### src/rtl/regs_wb_arb_pkg.sv
// Shared types and constants for the regfile writeback arbiter.
// Holds requester grant encoding, the address width and the dbg starvation limit.
package regs_wb_arb_pkg;

  localparam int AW             = 5;
  localparam int NREG           = 32;
  localparam int STARVE_MAX_DEF = 4;

  typedef logic [AW-1:0] raddr_t;

  typedef enum logic [2:0] {
    GNT_NONE,
    GNT_EX,
    GNT_LSU,
    GNT_MDU,
    GNT_DBG
  } gnt_e;

  function automatic logic [NREG-1:0] onehot(raddr_t a);
    return NREG'(1) << a;
  endfunction

endpackage

### src/rtl/regs_wb_arb_if.sv
// Writeback bus bundle: ex/lsu/mdu/dbg requests plus the single regfile write port.
// master drives requests and sees grants/write port; slave is the arbiter.
interface regs_wb_arb_if;
  import regs_wb_arb_pkg::*;

  logic        ex_we_i;
  raddr_t      ex_waddr_i;
  logic [31:0] ex_wdata_i;

  logic        lsu_valid_i;
  raddr_t      lsu_waddr_i;
  logic [31:0] lsu_wdata_i;
  logic        lsu_ready_o;

  logic        mdu_valid_i;
  raddr_t      mdu_waddr_i;
  logic [31:0] mdu_wdata_i;
  logic        mdu_ready_o;

  logic        dbg_valid_i;
  raddr_t      dbg_waddr_i;
  logic [31:0] dbg_wdata_i;
  logic        dbg_ready_o;

  logic        we_o;
  raddr_t      waddr_o;
  logic [31:0] wdata_o;

  modport master (
    output ex_we_i, ex_waddr_i, ex_wdata_i,
    output lsu_valid_i, lsu_waddr_i, lsu_wdata_i,
    output mdu_valid_i, mdu_waddr_i, mdu_wdata_i,
    output dbg_valid_i, dbg_waddr_i, dbg_wdata_i,
    input  lsu_ready_o, mdu_ready_o, dbg_ready_o,
    input  we_o, waddr_o, wdata_o
  );

  modport slave (
    input  ex_we_i, ex_waddr_i, ex_wdata_i,
    input  lsu_valid_i, lsu_waddr_i, lsu_wdata_i,
    input  mdu_valid_i, mdu_waddr_i, mdu_wdata_i,
    input  dbg_valid_i, dbg_waddr_i, dbg_wdata_i,
    output lsu_ready_o, mdu_ready_o, dbg_ready_o,
    output we_o, waddr_o, wdata_o
  );

endinterface

### src/rtl/regs_scoreboard.sv
// Busy-register scoreboard: set on issue, clear on writeback, flush clears all.
// Ports: set/clr strobes+addr, flush_i, rs1/rs2/rd query, busy_o vector, hazard_o.
module regs_scoreboard
  import regs_wb_arb_pkg::*;
(
  input  logic            clk,
  input  logic            rst_n,
  input  logic            set_i,
  input  raddr_t          set_addr_i,
  input  logic            clr_i,
  input  raddr_t          clr_addr_i,
  input  logic            flush_i,
  input  raddr_t          rs1_i,
  input  raddr_t          rs2_i,
  input  raddr_t          rd_i,
  output logic [NREG-1:0] busy_o,
  output logic            hazard_o
);

  logic [NREG-1:0] busy_q, busy_d;
  logic [NREG-1:0] set_m, clr_m;

  always_comb begin
    set_m = '0;
    clr_m = '0;
    if (set_i) set_m = onehot(set_addr_i);
    if (clr_i) clr_m = onehot(clr_addr_i);
    // set applied after clear so a same-cycle set wins
    busy_d    = (busy_q & ~clr_m) | set_m;
    busy_d[0] = 1'b0;
    if (flush_i) busy_d = '0;
  end

  always_ff @(posedge clk or negedge rst_n) begin
    if (!rst_n) busy_q <= '0;
    else        busy_q <= busy_d;
  end

  // bit 0 is never set, so x0 never contributes
  assign hazard_o = busy_q[rs1_i] | busy_q[rs2_i] | busy_q[rd_i];
  assign busy_o   = busy_q;

endmodule

### src/rtl/regs_wb_arb.sv
// Regfile writeback arbiter: ex > lsu/mdu round-robin > dbg, with dbg starvation promotion.
// Ports: clk, rst_n, wb (slave bus), issue/flush/operand query, hazard_o, busy_o.
module regs_wb_arb
  import regs_wb_arb_pkg::*;
#(
  parameter int STARVE_MAX = STARVE_MAX_DEF
) (
  input  logic            clk,
  input  logic            rst_n,
  regs_wb_arb_if.slave    wb,
  input  logic            issue_lock_i,
  input  raddr_t          issue_addr_i,
  input  raddr_t          rs1_i,
  input  raddr_t          rs2_i,
  input  raddr_t          rd_i,
  input  logic            flush_i,
  output logic            hazard_o,
  output logic [NREG-1:0] busy_o
);

  localparam int SW = $clog2(STARVE_MAX) + 1;

  logic [SW-1:0] starve_q, starve_d;
  logic          rr_q, rr_d;
  logic          dbg_prom;
  gnt_e          gnt;

  assign dbg_prom = (starve_q == SW'(STARVE_MAX));

  always_comb begin
    gnt = GNT_NONE;
    if (wb.ex_we_i)
      gnt = GNT_EX;
    else if (wb.dbg_valid_i && dbg_prom)
      gnt = GNT_DBG;
    else if (wb.lsu_valid_i && wb.mdu_valid_i)
      gnt = rr_q ? GNT_MDU : GNT_LSU;
    else if (wb.lsu_valid_i)
      gnt = GNT_LSU;
    else if (wb.mdu_valid_i)
      gnt = GNT_MDU;
    else if (wb.dbg_valid_i)
      gnt = GNT_DBG;
  end

  always_comb begin
    wb.lsu_ready_o = 1'b0;
    wb.mdu_ready_o = 1'b0;
    wb.dbg_ready_o = 1'b0;
    wb.waddr_o     = '0;
    wb.wdata_o     = '0;
    unique case (gnt)
      GNT_EX: begin
        wb.waddr_o = wb.ex_waddr_i;
        wb.wdata_o = wb.ex_wdata_i;
      end
      GNT_LSU: begin
        wb.lsu_ready_o = 1'b1;
        wb.waddr_o     = wb.lsu_waddr_i;
        wb.wdata_o     = wb.lsu_wdata_i;
      end
      GNT_MDU: begin
        wb.mdu_ready_o = 1'b1;
        wb.waddr_o     = wb.mdu_waddr_i;
        wb.wdata_o     = wb.mdu_wdata_i;
      end
      GNT_DBG: begin
        wb.dbg_ready_o = 1'b1;
        wb.waddr_o     = wb.dbg_waddr_i;
        wb.wdata_o     = wb.dbg_wdata_i;
      end
      default: ;
    endcase
  end

  assign wb.we_o = (gnt != GNT_NONE) && (wb.waddr_o != '0);

  always_comb begin
    rr_d     = rr_q;
    starve_d = starve_q;
    if (gnt == GNT_LSU) rr_d = 1'b1;
    if (gnt == GNT_MDU) rr_d = 1'b0;
    if (flush_i || !wb.dbg_valid_i || gnt == GNT_DBG)
      starve_d = '0;
    else if (!dbg_prom)
      starve_d = starve_q + 1'b1;
  end

  always_ff @(posedge clk or negedge rst_n) begin
    if (!rst_n) begin
      rr_q     <= 1'b0;
      starve_q <= '0;
    end else begin
      rr_q     <= rr_d;
      starve_q <= starve_d;
    end
  end

  regs_scoreboard u_sb (
    .clk        (clk),
    .rst_n      (rst_n),
    .set_i      (issue_lock_i),
    .set_addr_i (issue_addr_i),
    .clr_i      (gnt == GNT_LSU || gnt == GNT_MDU),
    .clr_addr_i (wb.waddr_o),
    .flush_i    (flush_i),
    .rs1_i      (rs1_i),
    .rs2_i      (rs2_i),
    .rd_i       (rd_i),
    .busy_o     (busy_o),
    .hazard_o   (hazard_o)
  );

endmodule
### src/flat_wrapper.sv
// flat-port wrapper written by rule: the top's interface ports become plain ports
module regs_wb_arb_flat import regs_wb_arb_pkg::*;
#(
  parameter int STARVE_MAX = STARVE_MAX_DEF
)
  (clk, rst_n, issue_lock_i, issue_addr_i, rs1_i, rs2_i, rd_i, flush_i, hazard_o, busy_o, wb_ex_we_i, wb_ex_waddr_i, wb_ex_wdata_i, wb_lsu_valid_i, wb_lsu_waddr_i, wb_lsu_wdata_i, wb_mdu_valid_i, wb_mdu_waddr_i, wb_mdu_wdata_i, wb_dbg_valid_i, wb_dbg_waddr_i, wb_dbg_wdata_i, wb_lsu_ready_o, wb_mdu_ready_o, wb_dbg_ready_o, wb_we_o, wb_waddr_o, wb_wdata_o);
  regs_wb_arb_if wb_i ();
  input  logic clk;
  input  logic rst_n;
  input  logic issue_lock_i;
  input  raddr_t issue_addr_i;
  input  raddr_t rs1_i;
  input  raddr_t rs2_i;
  input  raddr_t rd_i;
  input  logic flush_i;
  output logic hazard_o;
  output logic [NREG-1:0] busy_o;
  input wire logic [$bits(wb_i.ex_we_i)-1:0] wb_ex_we_i;
  input wire logic [$bits(wb_i.ex_waddr_i)-1:0] wb_ex_waddr_i;
  input wire logic [$bits(wb_i.ex_wdata_i)-1:0] wb_ex_wdata_i;
  input wire logic [$bits(wb_i.lsu_valid_i)-1:0] wb_lsu_valid_i;
  input wire logic [$bits(wb_i.lsu_waddr_i)-1:0] wb_lsu_waddr_i;
  input wire logic [$bits(wb_i.lsu_wdata_i)-1:0] wb_lsu_wdata_i;
  input wire logic [$bits(wb_i.mdu_valid_i)-1:0] wb_mdu_valid_i;
  input wire logic [$bits(wb_i.mdu_waddr_i)-1:0] wb_mdu_waddr_i;
  input wire logic [$bits(wb_i.mdu_wdata_i)-1:0] wb_mdu_wdata_i;
  input wire logic [$bits(wb_i.dbg_valid_i)-1:0] wb_dbg_valid_i;
  input wire logic [$bits(wb_i.dbg_waddr_i)-1:0] wb_dbg_waddr_i;
  input wire logic [$bits(wb_i.dbg_wdata_i)-1:0] wb_dbg_wdata_i;
  output wire logic [$bits(wb_i.lsu_ready_o)-1:0] wb_lsu_ready_o;
  output wire logic [$bits(wb_i.mdu_ready_o)-1:0] wb_mdu_ready_o;
  output wire logic [$bits(wb_i.dbg_ready_o)-1:0] wb_dbg_ready_o;
  output wire logic [$bits(wb_i.we_o)-1:0] wb_we_o;
  output wire logic [$bits(wb_i.waddr_o)-1:0] wb_waddr_o;
  output wire logic [$bits(wb_i.wdata_o)-1:0] wb_wdata_o;
  assign wb_i.ex_we_i = wb_ex_we_i;
  assign wb_i.ex_waddr_i = wb_ex_waddr_i;
  assign wb_i.ex_wdata_i = wb_ex_wdata_i;
  assign wb_i.lsu_valid_i = wb_lsu_valid_i;
  assign wb_i.lsu_waddr_i = wb_lsu_waddr_i;
  assign wb_i.lsu_wdata_i = wb_lsu_wdata_i;
  assign wb_i.mdu_valid_i = wb_mdu_valid_i;
  assign wb_i.mdu_waddr_i = wb_mdu_waddr_i;
  assign wb_i.mdu_wdata_i = wb_mdu_wdata_i;
  assign wb_i.dbg_valid_i = wb_dbg_valid_i;
  assign wb_i.dbg_waddr_i = wb_dbg_waddr_i;
  assign wb_i.dbg_wdata_i = wb_dbg_wdata_i;
  assign wb_lsu_ready_o = wb_i.lsu_ready_o;
  assign wb_mdu_ready_o = wb_i.mdu_ready_o;
  assign wb_dbg_ready_o = wb_i.dbg_ready_o;
  assign wb_we_o = wb_i.we_o;
  assign wb_waddr_o = wb_i.waddr_o;
  assign wb_wdata_o = wb_i.wdata_o;
  regs_wb_arb #(.STARVE_MAX(STARVE_MAX)) u_core (.clk(clk), .rst_n(rst_n), .wb(wb_i), .issue_lock_i(issue_lock_i), .issue_addr_i(issue_addr_i), .rs1_i(rs1_i), .rs2_i(rs2_i), .rd_i(rd_i), .flush_i(flush_i), .hazard_o(hazard_o), .busy_o(busy_o));
endmodule
### config.mk
export PLATFORM = sky130hd
export DESIGN_NAME = regs_wb_arb_flat
export DESIGN_NICKNAME = d
export VERILOG_FILES = /design/src/rtl/regs_wb_arb_pkg.sv /design/src/rtl/regs_wb_arb_if.sv /design/src/rtl/regs_scoreboard.sv /design/src/rtl/regs_wb_arb.sv /design/src/flat_wrapper.sv
export SDC_FILE = /design/constraint.sdc
export NUM_CORES = 1
export LEC_CHECK = 0
export ABC_AREA = 1
export CAP_MARGIN = 15
export CORE_UTILIZATION = 34
export CTS_CLUSTER_DIAMETER = 30
export DETAILED_ROUTE_END_ITERATION = 12
export PLACE_DENSITY = 0.85
export SLEW_MARGIN = 15
export SYNTH_ARGS = -nofsm -noshare
export SYNTH_HDL_FRONTEND = slang
export SYNTH_HIERARCHICAL = 1
export SYNTH_SLANG_ARGS = --single-unit
### constraint.sdc
create_clock -name clk -period 1.8 [get_ports clk]
set_input_delay 0.36 -clock clk [delete_from_list [all_inputs] [get_ports clk]]
set_output_delay 0.36 -clock clk [all_outputs]
set_load 0.01 [all_outputs]
==> summary.txt <==
Pwr
  • Power share of the clock group: 0.207
  • Final Power: 3140 µW
  • Logic pwr share: 0.532
  • Net Switching: 1130 µW
  • Maximum VDD drop: 0.263 mV
  • Pleak: 0.00346 µW
  • Int Pwr: 2010 µW
  • Sw Ratio: 0.360
  • Cell Pwr Density: 405 mW/mm²
  • Share of power burned in registers: 0.261

Critical path
  • Worst-path fanout max: 7
  • Crit end category: register
  • Setup CP Type: reg -> reg
  • Critical path data required time: 1.96 ns
  • Crit path buffers/inverters: 8
  • Max incr delay on CP: 0.36 ns
  • Crit path max-delay family: buffers and inverters
  • Crit path cell chain: inv_2 > ha_4 > buf_6 > nand3_4 > buf_6 > nand3_4 > clkinv_4 > nand2_2 > nand4_1 > buf_4 > buf_8 > clkinv_8 > buf_12 > nor3_4 > nand2_2 > o21ai_1 > a21oi_1
  • Worst path arrival time: 2.87 ns
  • CP max stage cell: dfrtp_1
  • CP Launch Type: register

Timing
  • Final hold violations: 0
  • Crit share post-route: 1.51
  • Fmax: 0.369 GHz
  • Post-layout minimum cycle time: 2.71 ns
  • Slew Viols, Final: 0
  • Setup WS post-layout: -0.910 ns
  • Setup violations, final: 73
  • RSZ-0062 raised after global routing: true
  • Skew final: 0.00841 ns

Detailed routing
  • First DRT Iteration DRCs: 927
  • Drt pass-1 iters: 11
  • Vias post-DR: 6682
  • Wire per inst: 19.9 µm
  • Final WL: 23.1 mm
  • Remaining DRCs: 0
  • Vias per cell: 5.75
  • Final ANT Viol Nets: 0

Clock network
  • H-tree depth: 2
  • Clk slew on worst S/H paths: 0.08 ns
  • TritonCTS clock tree: yes
  • Clock sink count: 35
  • CTS Buf Count: 5
  • Clock tree root driver cell: clkbuf_8
  • Clk_lat worst skew: 0.29 ns
  • Longest Clk Path Bufs: 2
  • Hold buffers post-CTS: 0

Floorplan
  • DIE WIDTH: 108 µm
  • Die area: 0.0116 mm²
  • # IOs: 250
  • Die height: 108 µm
  • Initial Util: 0.349
  • Core area: 0.0109 mm²
  • Cell row count: 38

Yosys
  • Number of distinct library cells after synthesis: 26
  • Avg Inst Size Synth: 5.60 µm²
  • Sequential share of the synthesized area: 0.230
  • Post-synthesis register bit count: 35
  • Post-Syn Nets: 857
  • Most used DFF post-synth: dfrtp_1
  • Synth warn: 6
  • Synthesized instance count: 679
  • FFs w/ async S/R, synth: 1.00
  • Synthesized area: 0.00380 mm²
  • EDFF count, synth: 0

Placed design
  • Placement Setup Slack: -0.976 ns
  • Hpwl dp: 15.8 mm
  • Routability cong.: 0.947
  • Port Buffer Count: 248

Final layout
  • Layout cell share with drive strength beyond 1: 0.274
  • Synthesis-to-layout area growth: 104%
  • Nets: 1199
  • Fill cells: 802

Global route
  • Vias in the first global route: 6180
  • GR Overflow Total: 0
  • GRT Overall Usage: 0.370
  • Initial antenna violation count: 2
  • Largest net degree at the start of global routing: 36
  • First-pass GRT wire length: 32.7 mm

Min path
  • Hold crit path type: in -> async

Run status
  • Result of the run: finished, violations left
  • Failing checks: negative setup slack

Run
  • Max cap viols: 0
==> placed cells by master (no fill, tap or decap), drive strengths merged, types with 3 or more instances in the layout <==
| master | Yosys | routed |
|---|---|---|
| nor4 | 3 | 3 |
| dlygate4sd2 | 0 | 7 |
| nand2 | 314 | 314 |
| nor3 | 5 | 5 |
| o21ai | 34 | 34 |
| clkbuf | 9 | 7 |
| nand4 | 46 | 46 |
| dfrtp | 35 | 35 |
| nor2 | 28 | 28 |
| clkdlybuf4s50 | 0 | 194 |
| a21oi | 33 | 33 |
| nand3 | 90 | 91 |
| inv | 47 | 44 |
| bufbuf | 0 | 3 |
| buf | 29 | 167 |
==> kinds of logic after synthesis <==
family                     Yosys count  synth area share
xor gates and xnor gates             2           0.00461
and+or+nand+nor                    486             0.551
buffers and inverters               85             0.115
other                                1          0.000987
DFF                                 35             0.230
adders and majority gates            2           0.00658
AOI/OAI and AO/OA                   68            0.0912
==> cell type report <==
cell class                 instances  area (µm²)  area share
sequential                        35         890       0.115
inverter                          47         223      0.0287
multi-input combinational        560        2790       0.360
timing repair buffer             372        3570       0.460
clock buffer                       7        96.3      0.0124
tap                              140         175      0.0226
antenna                            1        2.50    0.000323
clock inverter                     1        7.51    0.000969
==> cell usage after synthesis (all sizes together), types with 2 or more instances <==
library cell,instances,area share
clkbuf,9,0.0089
nand4,46,0.076
nor2,28,0.032
nor4,3,0.0049
nand2,314,0.31
a21oi,33,0.043
inv,47,0.048
ha,2,0.0066
dfrtp,35,0.23
nor3,5,0.0066
nand3,90,0.12
buf,29,0.058
o21ai,34,0.046
==> path summary, 6_finish.rpt <==
path | from | slack [ns] | cells past startpoint | to
max | u_core/starve_q[0]$_DFFE_PN0P_ | -0.91 | 17 | u_core/u_sb/busy_o[27]$_DFF_PN0_
min | rst_n | 0.48 | 2 | u_core/u_sb/busy_o[6]$_DFF_PN0_
max reg2reg | u_core/starve_q[0]$_DFFE_PN0P_ | -0.91 | 17 | u_core/u_sb/busy_o[27]$_DFF_PN0_
max in group asynchronous | rst_n | 0.96 | 2 | u_core/u_sb/busy_o[12]$_DFF_PN0_
min reg2reg | u_core/u_sb/busy_o[11]$_DFF_PN0_ | 0.61 | 2 | u_core/u_sb/busy_o[11]$_DFF_PN0_
min in group clk | u_core/u_sb/busy_o[11]$_DFF_PN0_ | 0.61 | 2 | u_core/u_sb/busy_o[11]$_DFF_PN0_
==> through the flow <==
stage	util	area, µm²	cells	TNS (ns)	hold slack (ns)
after detailed placement	0.641	6980	1109	-57.69	0.606
after floorplan	-	3900	679	-3.36	0.0644
after global routing	0.712	7750	1162	-44.67	0.522
after global placement	0.641	6980	1109	-54.34	0.593
final	0.712	7750	1163	-39.20	0.480
after CTS	0.693	7550	1150	-30.81	0.494
==> timing repair <==
action / 4_1_cts / 5_1_grt
hold endpoints to repair: 0 / 0
cloned: 8 / 0
setup buffers: 25 / 17
resized for setup: 281 / 51
endpoints found under the setup margin: 73 / 80
pin swaps: 47 / 33
==> state kept, by name, summed over array words and instances (netlist names) <==
name / cells
u_core/rr_q: 1
u_core/starve_q: 3
u_core/u_sb/busy_o: 31
==> power by group through the flow <==
stage,clock [µW],combinational (µW),sequential (µW)
2_1_floorplan,0,542,831
3_3_place_gp,0,1410,829
3_5_place_dp,0,1420,830
4_1_cts,645,1530,815
5_1_grt,690,1750,819
6_report,648,1670,818
==> metal layers <==
metal	routed length (µm)	part of all wire	vias up	track usage
li1	-	-	2924	-
met3	2810	0.12	171	0.0914
met4	1610	0.069	2	0.153
met1	7520	0.33	2984	0.409
met2	11200	0.48	601	0.672
met5	13	0.00056	-	0
No activity file was read; power rests on OpenSTA's default activity.
